**src/rtl/uart_avalon_master_bridge.sv**
```systemverilog
// Avalon-MM slave to 8N1 UART bridge: each read/write becomes an 8-byte request frame, completed by a 4-byte reply.
// Latency: 1 + 80*DIVIDER + reply time + 1 cycles; waitrequest drops for exactly one cycle (DONE).
// Backpressure: s0_waitrequest held high for the whole transfer; requests are sampled only in IDLE.
// Ports: clk/reset (sync, active high); s0_address/s0_read/s0_write/s0_writedata in, s0_readdata/s0_waitrequest out;
//        tx_out serial out (idle high); rx_in async serial in; timeout_err sticky reply-timeout flag.
module uart_avalon_master_bridge #(
  parameter int DIVIDER = 217,
  parameter int TIMEOUT = 1000000
) (
  input  logic        clk,
  input  logic        reset,
  input  logic [31:0] s0_address,
  input  logic        s0_read,
  input  logic        s0_write,
  input  logic [31:0] s0_writedata,
  output logic [31:0] s0_readdata,
  output logic        s0_waitrequest,
  output logic        tx_out,
  input  logic        rx_in,
  output logic        timeout_err
);
  localparam int DW = $clog2(DIVIDER + 1);
  localparam int TW = $clog2(TIMEOUT + 1);
  localparam logic [DW-1:0] DIV_LAST = DW'(DIVIDER - 1);
  // Preload so the first sample lands DIVIDER/2 cycles after the detected falling edge.
  localparam logic [DW-1:0] RX_INIT  = DW'(DIVIDER - DIVIDER / 2);
  localparam logic [TW-1:0] TMO_LAST = TW'(TIMEOUT - 1);

  typedef enum logic [1:0] {S_IDLE, S_SEND, S_RECV, S_DONE} state_t;

  state_t          state_q, state_d;
  logic [63:0]     frame_q, frame_d;
  logic [9:0]      tx_sh_q, tx_sh_d;
  logic            tx_q, tx_d;
  logic [DW-1:0]   tx_div_q, tx_div_d;
  logic [3:0]      tx_bit_q, tx_bit_d;
  logic [2:0]      tx_byte_q, tx_byte_d;
  logic [31:0]     reply_q, reply_d;
  logic [1:0]      rcnt_q, rcnt_d;
  logic [TW-1:0]   tmo_q, tmo_d;
  logic            terr_q, terr_d;
  logic            rx_s1_q, rx_s1_d, rx_s2_q, rx_s2_d, rx_prev_q, rx_prev_d;
  logic            rx_busy_q, rx_busy_d;
  logic [DW-1:0]   rx_div_q, rx_div_d;
  logic [3:0]      rx_bit_q, rx_bit_d;
  logic [7:0]      rx_sh_q, rx_sh_d;
  logic            rx_byte_vld;

  // RX deserializer: free running in every state so it stays aligned to the line.
  always_comb begin
    rx_s1_d     = rx_in;
    rx_s2_d     = rx_s1_q;
    rx_prev_d   = rx_s2_q;
    rx_busy_d   = rx_busy_q;
    rx_div_d    = rx_div_q;
    rx_bit_d    = rx_bit_q;
    rx_sh_d     = rx_sh_q;
    rx_byte_vld = 1'b0;
    if (!rx_busy_q) begin
      if (rx_prev_q && !rx_s2_q) begin
        rx_busy_d = 1'b1;
        rx_div_d  = RX_INIT;
        rx_bit_d  = 4'd0;
      end
    end else if (rx_div_q == DIV_LAST) begin
      rx_div_d = '0;
      if (rx_bit_q == 4'd0) begin
        // Start bit reads high at mid-bit: treat as a glitch.
        if (rx_s2_q) rx_busy_d = 1'b0;
        else         rx_bit_d  = 4'd1;
      end else if (rx_bit_q == 4'd9) begin
        rx_busy_d   = 1'b0;
        rx_byte_vld = rx_s2_q;  // stop bit low = framing error, byte dropped
      end else begin
        rx_sh_d  = {rx_s2_q, rx_sh_q[7:1]};
        rx_bit_d = rx_bit_q + 4'd1;
      end
    end else begin
      rx_div_d = rx_div_q + DW'(1);
    end
  end

  always_comb begin
    state_d        = state_q;
    frame_d        = frame_q;
    tx_sh_d        = tx_sh_q;
    tx_div_d       = tx_div_q;
    tx_bit_d       = tx_bit_q;
    tx_byte_d      = tx_byte_q;
    reply_d        = reply_q;
    rcnt_d         = rcnt_q;
    tmo_d          = tmo_q;
    terr_d         = terr_q;
    s0_waitrequest = 1'b1;
    case (state_q)
      S_IDLE: begin
        if (s0_write || s0_read) begin
          frame_d   = {s0_write, s0_address[30:0], s0_write ? s0_writedata : 32'h0};
          tx_sh_d   = {1'b1, frame_d[63:56], 1'b0};
          tx_div_d  = '0;
          tx_bit_d  = 4'd0;
          tx_byte_d = 3'd0;
          state_d   = S_SEND;
        end
      end
      S_SEND: begin
        if (tx_div_q == DIV_LAST) begin
          tx_div_d = '0;
          if (tx_bit_q == 4'd9) begin
            tx_bit_d = 4'd0;
            if (tx_byte_q == 3'd7) begin
              rcnt_d  = 2'd0;
              tmo_d   = '0;
              state_d = S_RECV;
            end else begin
              tx_byte_d = tx_byte_q + 3'd1;
              frame_d   = frame_q << 8;
              tx_sh_d   = {1'b1, frame_q[55:48], 1'b0};
            end
          end else begin
            tx_bit_d = tx_bit_q + 4'd1;
            tx_sh_d  = {1'b1, tx_sh_q[9:1]};
          end
        end else begin
          tx_div_d = tx_div_q + DW'(1);
        end
      end
      S_RECV: begin
        tmo_d = tmo_q + TW'(1);
        if (rx_byte_vld) begin
          reply_d = {reply_q[23:0], rx_sh_q};
          rcnt_d  = rcnt_q + 2'd1;
          if (rcnt_q == 2'd3) state_d = S_DONE;
        end else if (tmo_q == TMO_LAST) begin
          terr_d  = 1'b1;
          reply_d = 32'hFFFF_FFFF;
          state_d = S_DONE;
        end
      end
      S_DONE: begin
        s0_waitrequest = 1'b0;
        state_d        = S_IDLE;
      end
      default: state_d = S_IDLE;
    endcase
    tx_d = (state_d == S_SEND) ? tx_sh_d[0] : 1'b1;
  end

  always_ff @(posedge clk) begin
    if (reset) begin
      state_q   <= S_IDLE;
      frame_q   <= '0;
      tx_sh_q   <= '1;
      tx_q      <= 1'b1;
      tx_div_q  <= '0;
      tx_bit_q  <= '0;
      tx_byte_q <= '0;
      reply_q   <= '0;
      rcnt_q    <= '0;
      tmo_q     <= '0;
      terr_q    <= 1'b0;
      rx_s1_q   <= 1'b1;
      rx_s2_q   <= 1'b1;
      rx_prev_q <= 1'b1;
      rx_busy_q <= 1'b0;
      rx_div_q  <= '0;
      rx_bit_q  <= '0;
      rx_sh_q   <= '0;
    end else begin
      state_q   <= state_d;
      frame_q   <= frame_d;
      tx_sh_q   <= tx_sh_d;
      tx_q      <= tx_d;
      tx_div_q  <= tx_div_d;
      tx_bit_q  <= tx_bit_d;
      tx_byte_q <= tx_byte_d;
      reply_q   <= reply_d;
      rcnt_q    <= rcnt_d;
      tmo_q     <= tmo_d;
      terr_q    <= terr_d;
      rx_s1_q   <= rx_s1_d;
      rx_s2_q   <= rx_s2_d;
      rx_prev_q <= rx_prev_d;
      rx_busy_q <= rx_busy_d;
      rx_div_q  <= rx_div_d;
      rx_bit_q  <= rx_bit_d;
      rx_sh_q   <= rx_sh_d;
    end
  end

  assign tx_out      = tx_q;
  assign s0_readdata = reply_q;
  assign timeout_err = terr_q;
endmodule

```
**config.mk**
```make
export PLATFORM = sky130hd
export DESIGN_NAME = uart_avalon_master_bridge
export DESIGN_NICKNAME = d
export VERILOG_FILES = /design/src/rtl/uart_avalon_master_bridge.sv
export SDC_FILE = /design/constraint.sdc
export NUM_CORES = 1
export LEC_CHECK = 0
export ABC_AREA = 1
export BUFFER_PORTS_ARGS = -buffer_cell sky130_fd_sc_hd__buf_2
export CAP_MARGIN = 20
export CORE_MARGIN = 4
export CORE_UTILIZATION = 57
export CTS_BUF_LIST = sky130_fd_sc_hd__clkbuf_2 sky130_fd_sc_hd__clkbuf_4 sky130_fd_sc_hd__clkbuf_8
export DETAILED_ROUTE_END_ITERATION = 6
export HOLD_SLACK_MARGIN = 0.15
export PLACE_DENSITY = 0.77
export REMOVE_ABC_BUFFERS = 1
export SLEW_MARGIN = 25
export SYNTH_ARGS = -nofsm -noshare
export SYNTH_HDL_FRONTEND = slang
export SYNTH_SLANG_ARGS = --single-unit
```
**constraint.sdc**
```tcl
create_clock -name clk -period 2.9 [get_ports clk]
set_input_delay 0.145 -clock clk [delete_from_list [all_inputs] [get_ports clk]]
set_output_delay 0.145 -clock clk [all_outputs]
set_load 0.01 [all_outputs]
```
==> metrics.yaml, run 1 <==
slowest_delay_ns: 0.60
r2r-start: "state_q[0]"
multi_input_area_mm2: 0.00396
insertion_delay_ns: 0.46
ctsResizeCount: 0
timing.reg2reg.worst_path_depth: 8
die_h_um: 125
grt_pass1_vias: 7176
hold_viol_final: 0
cap_violations: 0
vias: 7706
yosysTopAreaCellShare_pct: 42.1
crit_path_start_kind: "register"
yosys.cell_types.count: 36
worstMarginPinSlew_ns: 1.02
fin_ws_ns: 0.571
r2r_slack_ns: 0.57
numPlacedInstances: 1391
core_area_mm2: 0.0133
antenna_cells: 0
min_to: "tx_sh_q[0]"
cts_tree: "yes"
drt-pass1-iter-count: 5
ys_warn_count: 0
fin_nets: 1380
rsz0062_at_grt: "no"
ios: 104
grt_usage_pct: 25.1
drt_iter0_markers: 620
rows: 42
finalClockSkew_ns: 0.0122
numCtsBuffers: 17
hp-class: "primary input to register"
fillers: 1144
synth.area.top_cells: "dfxtp_1, nand2_1, a21oi_1, nor2_1, o21ai_0"
clock_sinks: 163
drtAntennaViolNets: 0
crit_slowest_cell: "buf_4"
tns_ns: 0
hpwlAfterDp_um: 11500
syn_inst: 1158
register_area_mm2: 0.00326
clockBufferDepth: 2
worst_setup_path_end_kind: "register"
antenna_found_initial: 0
wirelength_um: 19300
ys_seq_area_share_pct: 42.1
die_w_um: 125
synth_top_cell_by_area: "dfxtp_1"
drc: 0
critPathKind: "register to register"
syn_area_mm2: 0.00775
grt_start_max_net_pins: 92
slew_violations: 0
wl_per_cell_um: 13.0
drive_gt1_share_pct: 13.8
vias_per_cell: 5.18
initial_core_util_pct: 58.3
relSlewSlack_pct: 31.9
reg2reg_to: "tmo_q[18]"
path_max_fanout: 71
utilization_pct: 70.7
status: "complete, no violations"
cts-root-buf: "clkbuf_8"
crit_top_cell: "inv_2"
power.leakage_nw: 3.94
instances_no_fill: 1487
h-tree-depth: 4
syn2layout_area_growth_pct: 21.2
path_cells: "inv_2 -> nor2_8 -> buf_4 -> nand3_1 -> nand2_2 -> inv_2 -> nand2_1 -> a21oi_1"
grt_pass1_wl_um: 33100
crit_required_ns: 3.20
min_path_cells: 6
period_needed_ns: 2.33
hold_buffers: 64
portBuffers: 102
arrival_ns: 2.63
irDropWorstVdd_mv: 0.361
overflow: 0
min_period_over_period_pct: 80.3
pre_cts_ws_ns: 0.611
avgSynthCellArea_um2: 6.69
die_area_mm2: 0.0155
gp_congestion: 0.877
clk_pin_slew_worst_paths_ns: 0.08
setup-violations-final: 0
fmaxAchievable_ghz: 0.429
hp-start: "s0_read"
powerDensity_mw_per_mm2: 490
synth_seq_cells: 163
cts_setup_buffers: 0
## layer usage
metal | track usage, % | vias up | part of all wire, %
li1 | - | 4027 | -
met1 | 33.2 | 3441 | 47
met2 | 39.8 | 188 | 46
met3 | 5.57 | 50 | 4.2
met4 | 10.1 | 0 | 2.7
met5 | 0 | - | 0
## cell usage after synthesis (all sizes together)
library cell and n:
inv 66, a21oi 144, o21bai 2, a211oi 3, or2 8, clkinv 1, dfxtp 163, a221oi 1
a31o 1, ha 13, nand4 14, nand3b 1, nor2 125, nor3 9, a21o 2, nand2 404
o211ai 2, nand3 58, a31oi 1, xor2 4, o21ai 77, clkbuf 31, o211a 1, o31ai 1
buf 26
## cell families after synthesis
| group | synth area share, % |
|---|---|
| XOR/XNOR | 0.452 |
| adder cells (fa/ha/maj) | 2.10 |
| AND/OR/NAND/NOR | 32.7 |
| AO/OA/AOI/OAI | 15.8 |
| flip-flops | 42.1 |
| buffers and inverters | 6.89 |
## area by class of cell
class	instances	area share (%)
Multi-Input combinational cell	871	42.1
Tap cell	176	2.34
Timing Repair Buffer	178	13.3
Clock buffer	25	3.46
Sequential cell	163	34.7
Clock inverter	7	1.28
Inverter	67	2.70
## placed cells by master, fill, tap and decap left out, drive strengths merged, types with 4 or more instances in the layout
cell,Yosys,routed
or2,8,8
clkinv,1,4
clkbuf,31,25
xor2,4,4
o21ai,77,77
inv,66,66
nor2,125,125
nand4,14,14
nand2,404,404
nor3,9,9
ha,13,13
nand3,58,58
dlygate4sd3,0,64
dfxtp,163,163
buf,26,114
a21oi,144,144
## critical path, delay by kind of cell (launching register included)
kind	cells	cell delay, ns
flops	1	0.43
simple gates	4	0.76
compound gates	1	0.07
buf+inv	3	0.89
## stage by stage
| step | power (W) | area [µm²] | hold slack (ns) |
|---|---|---|---|
| after CTS | 0.00462 | 9390 | 0.184 |
| final | 0.00460 | 9390 | 0.203 |
| after global routing | 0.00479 | 9390 | 0.259 |
| after detailed placement | 0.00277 | 8310 | 0.332 |
| after global placement | 0.00276 | 8310 | 0.330 |
| after floorplan | 0.00261 | 7470 | 0.214 |
## power breakdown
| group | switching [W] | internal, W | leakage (nW) | total, W |
|---|---|---|---|---|
| Combinational | 0.000268 | 0.000192 | 2.39 | 0.000459 |
| Sequential | 0.0000374 | 0.00229 | 1.32 | 0.00233 |
| Clock | 0.000814 | 0.000998 | 0.227 | 0.00181 |
| Total | 0.00112 | 0.00348 | 3.94 | 0.00460 |
## how the worst max path moves through the flow
| stage | startpoint | endpoint | depth (start not counted) |
|---|---|---|---|
| 3_5_place_dp | state_q[0] | tmo_q[4] | 8 |
| 5_1_grt | state_q[0] | tmo_q[4] | 8 |
| 2_1_floorplan | state_q[0] | tx_byte_q[1] | 9 |
| 4_1_cts | state_q[0] | tmo_q[18] | 8 |
| 6_report | state_q[0] | tmo_q[18] | 8 |
| 3_3_place_gp | state_q[0] | tmo_q[18] | 8 |
## sequential cells by signal (all words and copies together) (netlist names), 2 cells and up
register	flops
state_q	2
rx_div_q	8
s0_readdata	32
rx_sh_q	8
tx_sh_q	10
tx_div_q	8
frame_q	56
rx_bit_q	4
tx_bit_q	4
rcnt_q	2
tx_byte_q	3
tmo_q	20
Power figures use the tool's default switching activity.
==> inputs of run 2 (changes only) <==
clock period = 2.35 ns   (was 2.9 ns; I/O delays follow)
==> run 2 against run 1 <==
Wire length fell by 1.0%. Non-clock buffer count increased by 1. Critical endpoint is now frame_q[3]. Sequential share of layout area rose by 0.30 points. Register-to-register slack got worse by 0.29 ns. Final area shrank 0.87%.
==> metrics.yaml, run 2 (synthesized netlist as in run 1, its figures left out) <==
status: "complete, no violations"  # unchanged
h-tree-depth: 4  # unchanged
cts_tree: "yes"  # unchanged
finalClockSkew_ns: 0.0151  # was 0.0122 ns
min_period_over_period_pct: 88.2  # was 80.3%
die_area_mm2: 0.0155  # unchanged
crit_top_cell: "nand2_1"  # was inv_2
drc: 0  # unchanged
min_path_cells: 6  # unchanged
relSlewSlack_pct: 49.3  # was 31.9%
utilization_pct: 70.0  # was 70.7%
final_cell_area_mm2: 0.00931  # was 0.00939 mm²
min_to: "tx_out"  # was tx_sh_q[0]
cts-root-buf: "clkbuf_8"  # unchanged
powerDensity_mw_per_mm2: 570  # was 490 mW/mm²
path_max_fanout: 40  # was 71
numCtsBuffers: 17  # unchanged
irDropWorstVdd_mv: 0.521  # was 0.361 mV
r2r_slack_ns: 0.28  # was 0.57 ns
drt_iter0_markers: 815  # was 620
critPathKind: "register to register"  # unchanged
vias_per_cell: 5.20  # was 5.18
antenna_found_initial: 0  # unchanged
vias: 7725  # was 7706
syn2layout_area_growth_pct: 20.2  # was 21.2%
worst_setup_path_end_kind: "register"  # unchanged
slowest_delay_ns: 0.38  # was 0.60 ns
hp-class: "primary input to register"  # unchanged
wl_per_cell_um: 12.9  # was 13.0 µm
crit_path_start_kind: "register"  # unchanged
initial_core_util_pct: 58.3  # unchanged
p_int_w: 0.00392  # was 0.00348 W
hp-start: "s0_read"  # unchanged
grt_pass1_wl_um: 32200  # was 33100 µm
grt_pass1_vias: 6884  # was 7176
cts_setup_buffers: 0  # unchanged
slew_violations: 0  # unchanged
core_area_mm2: 0.0133  # unchanged
crit_slowest_cell: "buf_4"  # unchanged
clock_sinks: 163  # unchanged
dpl_cell_area_mm2: 0.00832  # was 0.00831 mm²
rows: 42  # unchanged
die_w_um: 125  # unchanged
grt_start_max_net_pins: 92  # unchanged
reg2reg_to: "frame_q[3]"  # was tmo_q[18]
grt_usage_pct: 24.6  # was 25.1%
crit_family: "buffers and inverters"  # unchanged
tns_ns: 0  # unchanged
pwr-share-seq_pct: 54.2  # was 50.6%
overflow: 0  # unchanged
layout_commonest_cell: "nand2_1"  # unchanged
worstSetupStartpoint: "tx_byte_q[0]"  # was state_q[0]
drtAntennaViolNets: 0  # unchanged
insertion_delay_ns: 0.47  # was 0.46 ns
die_h_um: 125  # unchanged
p_sw_w: 0.00138  # was 0.00112 W
drive_gt1_share_pct: 13.7  # was 13.8%
fillers: 1113  # was 1144
gp_congestion: 0.876  # was 0.877
power.leakage_nw: 3.91  # was 3.94 nW
timing.reg2reg.worst_path_depth: 9  # was 8
fin_nets: 1381  # was 1380
comb_power_share_pct: 10.7  # was 10.0%
cap_violations: 0  # unchanged
fmaxAchievable_ghz: 0.482  # was 0.429 GHz
period_needed_ns: 2.07  # was 2.33 ns
largest_reg_flops: 56  # unchanged
largest-register: "frame_q"  # unchanged
hpwlAfterDp_um: 11600  # was 11500 µm
crit_required_ns: 2.75  # was 3.20 ns
r2r-start: "tx_byte_q[0]"  # was state_q[0]
ios: 104  # unchanged
clockBufferDepth: 2  # unchanged
pre_cts_ws_ns: 0.347  # was 0.611 ns
setup-violations-final: 0  # unchanged
wirelength_um: 19100  # was 19300 µm
worstMarginPinSlew_ns: 0.760  # was 1.02 ns
clk_pin_slew_worst_paths_ns: 0.09  # was 0.08 ns
clkPwrFrac_pct: 35.2  # was 39.4%
arrival_ns: 2.47  # was 2.63 ns
portBuffers: 102  # unchanged
p_sw_share_pct: 26.1  # was 24.3%
final_cell_mix: "nand2_1, dfxtp_1, a21oi_1"  # unchanged
path_cells: "ha_1 -> ha_1 -> clkinv_1 -> nand2_1 -> nand2_1 -> nand3_4 -> buf_4 -> nand2_1 -> a21oi_1"  # was inv_2 -> nor2_8 -> buf_4 -> nand3_1 -> nand2_2 -> inv_2 -> nand2_1 -> a21oi_1
crit_buf_inv: 2  # was 3
rsz0062_at_grt: "no"  # unchanged
fin_ws_ns: 0.276  # was 0.571 ns
drt-pass1-iter-count: 5  # unchanged
hold_viol_final: 0  # unchanged
numPlacedInstances: 1392  # was 1391
instances_no_fill: 1486  # was 1487
antenna_cells: 0  # unchanged
run 2: changes by cell type in the layout (fill, tap and decap cells not counted), sizes merged:
cell	before	now
buf	114	115
clkinv	4	7
bufinv	3	0
clkbuf	25	23
run 2: power groups by stage:
stage	Combinational, W	Sequential (W)	Clock, W
2_1_floorplan	0.000287	0.00293	0
3_3_place_gp	0.000470	0.00294	0
3_5_place_dp	0.000476	0.00294	0
4_1_cts	0.000556	0.00287	0.00189
5_1_grt	0.000639	0.00288	0.00202
6_report	0.000565	0.00287	0.00187
run 2: area by class of cell:
class                           instances  area, µm²  area share, %
Timing Repair Buffer                  179       1260           13.5
Multi-Input combinational cell        871       3960           42.5
Clock inverter                          7       52.6          0.564
Inverter                               67        254           2.73
Clock buffer                           23        304           3.26
Sequential cell                       163       3260           35.0
Tap cell                              176        220           2.36
run 2: worst max-delay path by stage:
stage | to | slack, ns | depth (start not counted)
2_1_floorplan | tx_byte_q[1] | -0.27 | 9
5_1_grt | frame_q[37] | 0.1 | 9
3_5_place_dp | frame_q[8] | 0.35 | 9
6_report | frame_q[3] | 0.28 | 9
3_3_place_gp | tx_byte_q[2] | 0.35 | 10
4_1_cts | tx_byte_q[1] | 0.34 | 10
run 2: per-layer routing:
| metal | part of all wire (%) | track usage [%] | wire [µm] |
|---|---|---|---|
| met1 | 46 | 32.6 | 8700 |
| met2 | 47 | 38.8 | 8940 |
| met3 | 5.0 | 6.78 | 950 |
| met4 | 2.7 | 8.19 | 514 |
| met5 | 0 | 0 | 0 |
run 2: what timing repair did:
item	CTS	global route
endpoints found under the hold margin	64	0
hold buffers	64	0
gates resized for setup	0	0
run 2: worst min-delay path, delay by kind of cell:
kind	cells	cell delay [ns]
AND/OR/NAND/NOR	4	0.32
buffers and inverters	2	0.15
run 2: per-stage QoR:
stage               hold slack, ns  power, W
floorplan                    0.187   0.00322
global placement             0.304   0.00341
detailed placement           0.323   0.00341
CTS                          0.156   0.00532
global route                 0.168   0.00554
finish                       0.182   0.00531
